--- src/rtl/sincos_seq.sv ---
// -----------------------------------------------------------------------------
// sincos_seq
//   Produces the signed sin and cos of an angle given in 0.1-degree units
//   (0..3599; 3600..4095 wrap by one subtraction). One quarter-wave sine ROM is
//   shared: the angle is folded into a 0..900 ROM index plus a sign per output.
//   The ROM is read twice, sin first and then cos. Both results are then
//   published together with a one-cycle done pulse.
//
// Ports
//   i_clk        system clock, rising edge
//   i_rst        asynchronous reset, active-high
//   i_start      request, accepted only while o_ready=1
//   i_angle_in   angle in 0.1 deg units, sampled on the accepted cycle
//   o_ready      1 in IDLE only
//   o_rom_en     ROM read strobe, one cycle per read
//   o_rom_addr   folded ROM index 0..900, holds between reads
//   i_rom_data   ROM magnitude, valid ROM_LAT cycles after o_rom_en
//   o_sin_out    signed sin result (DW+1 bits)
//   o_cos_out    signed cos result (DW+1 bits)
//   o_done       one-cycle pulse, results valid from this cycle on
//
// state | meaning
// IDLE  | waiting for i_start, o_ready=1
// S_RD  | sin read strobe on the ROM
// S_WT  | wait ROM_LAT cycles, capture sin magnitude on the last one
// C_RD  | cos read strobe on the ROM
// C_WT  | wait ROM_LAT cycles, capture cos magnitude on the last one
// DONE  | publish sin/cos together, pulse o_done, return to IDLE
// -----------------------------------------------------------------------------
module sincos_seq #(
    parameter int DW      = 12,
    parameter int ROM_LAT = 1
) (
    input  logic                 i_clk,
    input  logic                 i_rst,
    input  logic                 i_start,
    input  logic [11:0]          i_angle_in,
    output logic                 o_ready,
    output logic                 o_rom_en,
    output logic [9:0]           o_rom_addr,
    input  logic [DW-1:0]        i_rom_data,
    output logic signed [DW:0]   o_sin_out,
    output logic signed [DW:0]   o_cos_out,
    output logic                 o_done
);

    localparam int CW = (ROM_LAT > 1) ? $clog2(ROM_LAT) : 1;

    typedef enum logic [2:0] {
        IDLE,
        S_RD,
        S_WT,
        C_RD,
        C_WT,
        DONE
    } state_t;

    state_t               r_state;
    logic [11:0]          r_a;
    logic [CW-1:0]        r_cnt;
    logic                 r_ready;
    logic                 r_rom_en;
    logic [9:0]           r_rom_addr;
    logic signed [DW:0]   r_sin_val;
    logic signed [DW:0]   r_cos_val;
    logic signed [DW:0]   r_sin_out;
    logic signed [DW:0]   r_cos_out;
    logic                 r_done;

    logic [11:0]          w_a;
    logic [9:0]           w_cos_idx;
    logic                 w_sin_neg;
    logic                 w_cos_neg;

    function automatic logic [9:0] sin_fold(input logic [11:0] a);
        if (a <= 12'd900)       return 10'(a);
        else if (a <= 12'd1800) return 10'(12'd1800 - a);
        else if (a <= 12'd2700) return 10'(a - 12'd1800);
        else                    return 10'(12'd3600 - a);
    endfunction

    function automatic logic [9:0] cos_fold(input logic [11:0] a);
        if (a <= 12'd900)       return 10'(12'd900 - a);
        else if (a <= 12'd1800) return 10'(a - 12'd900);
        else if (a <= 12'd2700) return 10'(12'd2700 - a);
        else                    return 10'(a - 12'd2700);
    endfunction

    // Negating a zero magnitude yields zero, so no special case for -0 is needed.
    function automatic logic signed [DW:0] apply_sign(input logic neg,
                                                      input logic [DW-1:0] mag);
        logic [DW:0] ext;
        ext = {1'b0, mag};
        return neg ? $signed(-ext) : $signed(ext);
    endfunction

    // Any 12-bit angle >= 3600 is below 7200, so one subtraction suffices.
    assign w_a       = (i_angle_in < 12'd3600) ? i_angle_in : i_angle_in - 12'd3600;
    assign w_cos_idx = cos_fold(r_a);
    assign w_sin_neg = (r_a > 12'd1800);
    assign w_cos_neg = (r_a >= 12'd900) && (r_a <= 12'd2700);

    always_ff @(posedge i_clk or posedge i_rst) begin
        if (i_rst) begin
            r_state    <= IDLE;
            r_a        <= '0;
            r_cnt      <= '0;
            r_ready    <= 1'b1;
            r_rom_en   <= 1'b0;
            r_rom_addr <= '0;
            r_sin_val  <= '0;
            r_cos_val  <= '0;
            r_sin_out  <= '0;
            r_cos_out  <= '0;
            r_done     <= 1'b0;
        end else begin
            case (r_state)
                IDLE: begin
                    r_done <= 1'b0;
                    if (i_start) begin
                        // Sin address is folded straight from the wrapped input so
                        // the strobe and address are both valid in S_RD.
                        r_a        <= w_a;
                        r_rom_en   <= 1'b1;
                        r_rom_addr <= sin_fold(w_a);
                        r_ready    <= 1'b0;
                        r_state    <= S_RD;
                    end
                end
                S_RD: begin
                    r_rom_en <= 1'b0;
                    r_cnt    <= CW'(ROM_LAT - 1);
                    r_state  <= S_WT;
                end
                S_WT: begin
                    if (r_cnt == '0) begin
                        r_sin_val  <= apply_sign(w_sin_neg, i_rom_data);
                        r_rom_en   <= 1'b1;
                        r_rom_addr <= w_cos_idx;
                        r_state    <= C_RD;
                    end else begin
                        r_cnt <= r_cnt - CW'(1);
                    end
                end
                C_RD: begin
                    r_rom_en <= 1'b0;
                    r_cnt    <= CW'(ROM_LAT - 1);
                    r_state  <= C_WT;
                end
                C_WT: begin
                    if (r_cnt == '0) begin
                        r_cos_val <= apply_sign(w_cos_neg, i_rom_data);
                        r_state   <= DONE;
                    end else begin
                        r_cnt <= r_cnt - CW'(1);
                    end
                end
                DONE: begin
                    r_sin_out <= r_sin_val;
                    r_cos_out <= r_cos_val;
                    r_done    <= 1'b1;
                    r_ready   <= 1'b1;
                    r_state   <= IDLE;
                end
                default: begin
                    r_rom_en <= 1'b0;
                    r_ready  <= 1'b1;
                    r_done   <= 1'b0;
                    r_state  <= IDLE;
                end
            endcase
        end
    end

    assign o_ready    = r_ready;
    assign o_rom_en   = r_rom_en;
    assign o_rom_addr = r_rom_addr;
    assign o_sin_out  = r_sin_out;
    assign o_cos_out  = r_cos_out;
    assign o_done     = r_done;

endmodule

--- config.mk ---
export PLATFORM = sky130hd
export DESIGN_NAME = sincos_seq
export DESIGN_NICKNAME = d
export VERILOG_FILES = /design/src/rtl/sincos_seq.sv
export SDC_FILE = /design/constraint.sdc
export NUM_CORES = 1
export LEC_CHECK = 0
export CELL_PAD_IN_SITES_DETAIL_PLACEMENT = 1
export CELL_PAD_IN_SITES_GLOBAL_PLACEMENT = 1
export CORE_MARGIN = 8
export CORE_UTILIZATION = 40
export CTS_BUF_LIST = sky130_fd_sc_hd__clkbuf_4
export CTS_CLUSTER_DIAMETER = 50
export DETAILED_ROUTE_END_ITERATION = 7
export MAX_ROUTING_LAYER = met4
export PLACE_DENSITY_LB_ADDON = 0.1
export SETUP_SLACK_MARGIN = 0.2
export SLEW_MARGIN = 5
export SYNTH_ARGS = -nofsm -noshare
export SYNTH_HDL_FRONTEND = slang
export SYNTH_SLANG_ARGS = --single-unit
--- constraint.sdc ---
create_clock -name i_clk -period 6.6 [get_ports i_clk]
set_clock_uncertainty 0.05 [all_clocks]
set_input_delay 0.99 -clock i_clk [delete_from_list [all_inputs] [get_ports i_clk]]
set_output_delay 0.99 -clock i_clk [all_outputs]
set_load 0.01 [all_outputs]
* Word level (Yosys, flattened, before mapping) *
Index checks and enable logic that the tools add are counted.

word-level totals
  input bits = 27
  logic and storage cells = 80
  register bits = 81

cells by class
  reduce and logical (&&, ||, !) cells = 15
  add/sub/neg operators = 10
  magnitude comparators = 9
  mux-type cells = 24
  bitwise operators = 3
  equality and inequality tests = 8

operators by type and width
  operator                count
  $mux 10                 8
  $sub 10x10->10 const A  4
  $sub 10x10->10 const B  3
  $mux 13                 2
  $le 12x10->1 const B    2
  $le 12x11->1 const B    2
  $le 12x12->1 const B    2
  $pmux 10 s2             1
  $pmux 3 s5              1
  $neg 12->13             1
  $ge 12x10->1 const B    1
  $gt 12x11->1 const B    1
  $lt 12x12->1 const B    1
  $mux 12                 1
  $sub 12x12->12 const B  1
  $mux 3                  3
  $reduce_and 3->1        3
  $reduce_and 2->1        4
  $eq 3x2->1 const B      2
  $eq 3x3->1 const B      2
  $ne 2x2->1 const B      3
  $pmux 1 s2              3
  $reduce_or 2->1         3
  $mux 1                  4
  other kinds (8)         11

* Depth between registers and ports, before layout *
  word-level depth = 8
  depth in mapped cells = 15
  gate-level depth less buffers = 13

* Worst setup path after synthesis *
Ideal clock, no wire load.

  path kind = input to register
  start point = input port i_angle_in[4]
  end point = register r_rom_addr[9], in the netlist o_rom_addr[9]
  path slack = 2.843 ns
  cell stages on the path = 15
  data required time = 6.424 ns
  data arrival time = 3.581 ns
  cell sequence = buf_6 > inv_1 > ha_1 > or4b_1 > nand3_1 > and2_1 > clkbuf_8 > inv_1 > ha_1 > a22o_1 > nand3_1 > xnor2_1 > o21bai_1 > a221o_1 > a221o_1

between the ends
  word-level cells in the longest chain between the ends = 8

ends and longest elaborated chain
  item                                                   RTL line  text
  from (decl)                                            37        input logic [11:0] i_angle_in,
  $sub 12x12->12 / $lt 12x12->1 (equally long branches)  98        assign w_a = (i_angle_in < 12'd3600) ? i_angle_in : i_angle_in - 12'd3600;
  $mux 12 (*)                                            98
  $sub 10x10->10, or another cell as far along           79        else return 10'(12'd3600 - a);
  $mux 10                                                78        else if (a <= 12'd2700) return 10'(a - 12'd1800);
  $mux 10                                                77        else if (a <= 12'd1800) return 10'(12'd1800 - a);
  $mux 10 (*)                                            76        if (a <= 12'd900) return 10'(a);
  $mux 10 (*)                                            120       if (i_start) begin
  $pmux 10 s2 (*)                                        117       case (r_state)
  to (signal assigned)                                   125       r_rom_addr <= sin_fold(w_a);
  to (signal assigned)                                   139       r_rom_addr <= w_cos_idx;
  to (decl)                                              63        logic [9:0] r_rom_addr;

Mark *: on every way between the ends. The rest lies on a longest branch, timed or not. The select of a mux whose other input is x is not followed.
A chain may end at the register's enable or synchronous reset.

* Worst setup path after layout *
Ends and elaborated chain as after synthesis.

==> impl_metrics.csv <==
group,metric,value,unit
placement,io_buffers,65,
die,initial_utilization,40.7,%
yosys,yosys.area.top_type_share,38.6,%
global_routing,grt_start_max_net_pins,59,
yosys,syn-cell-area,5120,um^2
drt,drtIter0Drc,282,
global_routing,grt_pass1_vias,4622,
placement,dpl.hpwl,11200,um
global_routing,grt_overflow,0,
run_status,status,"finished clean",
power_and_ir_drop,total_power,2.70,mW
global_routing,grt_pass1_wl,24500,um
die,die_y,129,um
placement,dp_slack,1.84,ns
layout,fin_nets,643,
yosys,yosysSeqAreaShare,39.1,%
sta,layout_min_cycle_time,4.31,ns
critical_path,cp.required,6.91,ns
placement,dpl_cell_area,5810,um^2
yosys,yosys_warnings,0,
drt,viasPerCell,5.61,
yosys,synth_area_leader_cell,"dfrtp_1",
critical_path,worstSetupPathType,"input pin to flop",
sta,period_share,65.2,%
sta,slew_headroom,40.9,%
layout,syn2layout_area_growth,16.5,%
yosys,ys_ff_latch,80,
cts,clk_latency,0.46,ns
yosys,syn_avg_cell_area,9.14,um^2
die,die_w,129,um
layout,final_util,47.5,%
power_and_ir_drop,p_leak,2.47,nW
die,core_area,12600,um^2
cts,cts.path.max_buffers,2,
layout,fin_cells,782,
drt,firstDrtPassIters,4,
cts,path_clk_slew,0.15,ns
layout,antenna_cells,0,
sta,setup_viol,0,
drt,wirelength,15000,um
flow_run,maxCapViolCount,0,
critical_path,critPathArrivalTime,4.62,ns
die,rows,41,
cts,clock_sinks,80,
cts,cts-root-buf,"clkbuf_4",
yosys,synthTopCellsByArea,"dfrtp_1 39%, mux2_2 5.7%, nand2_1 5.7%, o21ai_0 5.3%, xor2_1 3.6%",
sta,rsz0062_at_grt,"no",
global_routing,grtUsageTotal,19.2,%
critical_path,worst_setup_path_start_kind,"input pin",
cts,htreeDepth,3,
layout,drive_above_1_share,12.0,%
cts,cts.repair.resized,0,
yosys,synth_cell_types,84,
yosys,synthFlopType,"dfrtp_1",
die,die-area,16700,um^2
yosys,postSynthCellCount,560,
yosys,async_flop_share,100,%
die,pin_count,66,
drt,drt-wirelength-per-cell,19.2,um
critical_path,end_kind,"flop",
cts,cts_hold_buf,0,
layout,seq_area,2000,um^2
sta,hold-worst-slack,0.426,ns
placement,gp_congestion,0.867,
drt,post-route-drc-count,0,
cts,cts_buffers,9,
sta,maxSlewViolCount,0,
layout,fillers,1476,
power_and_ir_drop,ir_drop,0.218,mV
sta,setup_slack,2.29,ns
sta,finalSetupTns,0,ns
drt,vias,4390,
sta,worst_slew_pin_slew,0.885,ns
critical_path,worst-path-max-fanout,10,
global_routing,antenna_found_initial,0,
yosys,syn_nets,597,
sta,fmax,232,MHz
layout,final_cell_mix,"79 x dfrtp_1, 78 x nand2_1, 65 x clkdlybuf4s50_1",
placement,dp.cells,767,
cts,postCtsSetupRepairBufs,0,
sta,hold_viol,0,
layout,multi_input_area,2840,um^2
cts,cts_tree,"done",
layout,layout_commonest_cell,"dfrtp_1",
layout,final_cell_area,5970,um^2
yosys,synth_edf_count,0,
power_and_ir_drop,p_per_area,452,nW/um^2
hold_path,hp-class,"flop to flop",
drt,postRouteAntennaNets,0,
power by group:
group	total, mW	internal (mW)	switching (mW)
Clock	0.347	0.154	0.193
Sequential	0.943	0.728	0.215
Combinational	1.41	0.656	0.751
Total	2.70	1.54	1.16
cell families after synthesis:
family / synth area share [%]
AND/OR/NAND/NOR: 18.5
AO/OA/AOI/OAI: 21.0
flip-flops: 39.1
buffers and inverters: 5.40
XOR/XNOR: 6.67
multiplexers: 6.69
adder cells (fa/ha/maj): 2.64
layout make-up:
| class | count | share of cell area, % |
|---|---|---|
| Timing Repair Buffer | 68 | 11.3 |
| Tap cell | 172 | 3.61 |
| Clock inverter | 6 | 1.55 |
| Sequential cell | 80 | 33.6 |
| Multi-Input combinational cell | 428 | 47.6 |
| Inverter | 19 | 1.22 |
| Clock buffer | 9 | 1.13 |
path summary, 6_finish.rpt:
| check | end | slack (ns) | start | cells after the start |
|---|---|---|---|---|
| worst min-delay path | o_ready | 0.43 | o_ready | 2 |
| worst min register to register | o_ready | 0.43 | o_ready | 2 |
| worst max-delay path | o_rom_addr[9] | 2.29 | i_angle_in[4] | 14 |
| worst max register to register | o_rom_addr[7] | 3.45 | r_a[5] | 8 |
| max in group asynchronous | o_rom_en | 4.61 | i_rst | 3 |
| min in group asynchronous | r_a[1] | 0.76 | i_rst | 2 |
state kept, by name, indices dropped and copies added, names as in the netlist:
signal	flops
r_sin_val	13
r_cos_val	13
o_done	1
o_rom_en	1
o_cos_out	13
r_state	3
o_rom_addr	10
o_sin_out	13
o_ready	1
r_a	12
Yosys cell counts, types with 3 or more instances:
master and number:
a211oi_1 9, a21o_1 3, a21oi_1 18, a221oi_1 3, a31oi_1 12, and3_1 3, buf_6 5, clkbuf_1 21
clkbuf_8 3, dfrtp_1 79, ha_1 10, inv_1 19, mux2_2 26, mux2i_1 5, nand2_1 78, nand2b_1 4
nand3_1 6, nor2_1 38, nor3_1 18, nor4_1 6, o211ai_1 6, o21a_1 5, o21ai_0 54, o21ai_1 4
o221ai_1 3, o22ai_1 3, o31ai_1 4, or3_1 8, xnor2_1 18, xor2_1 21
per-layer routing:
layer	track usage [%]	wire, um
met5	-	0
met4	6.36	267
met3	2.55	485
met2	31.5	7290
met1	23.9	7000
worst max-delay path, cell delays in order:
cell and delay (ns):
clkdlybuf4s50_1 0.60, inv_1 0.20, ha_1 0.36, or4b_1 0.50, nand3_1 0.13, and2_1 0.34
inv_1 0.12, ha_1 0.20, a22o_1 0.26, nand3_1 0.12, xnor2_1 0.14, o21bai_1 0.09
a221o_1 0.28, a221o_1 0.30
No activity file was read; power rests on OpenSTA's default activity.
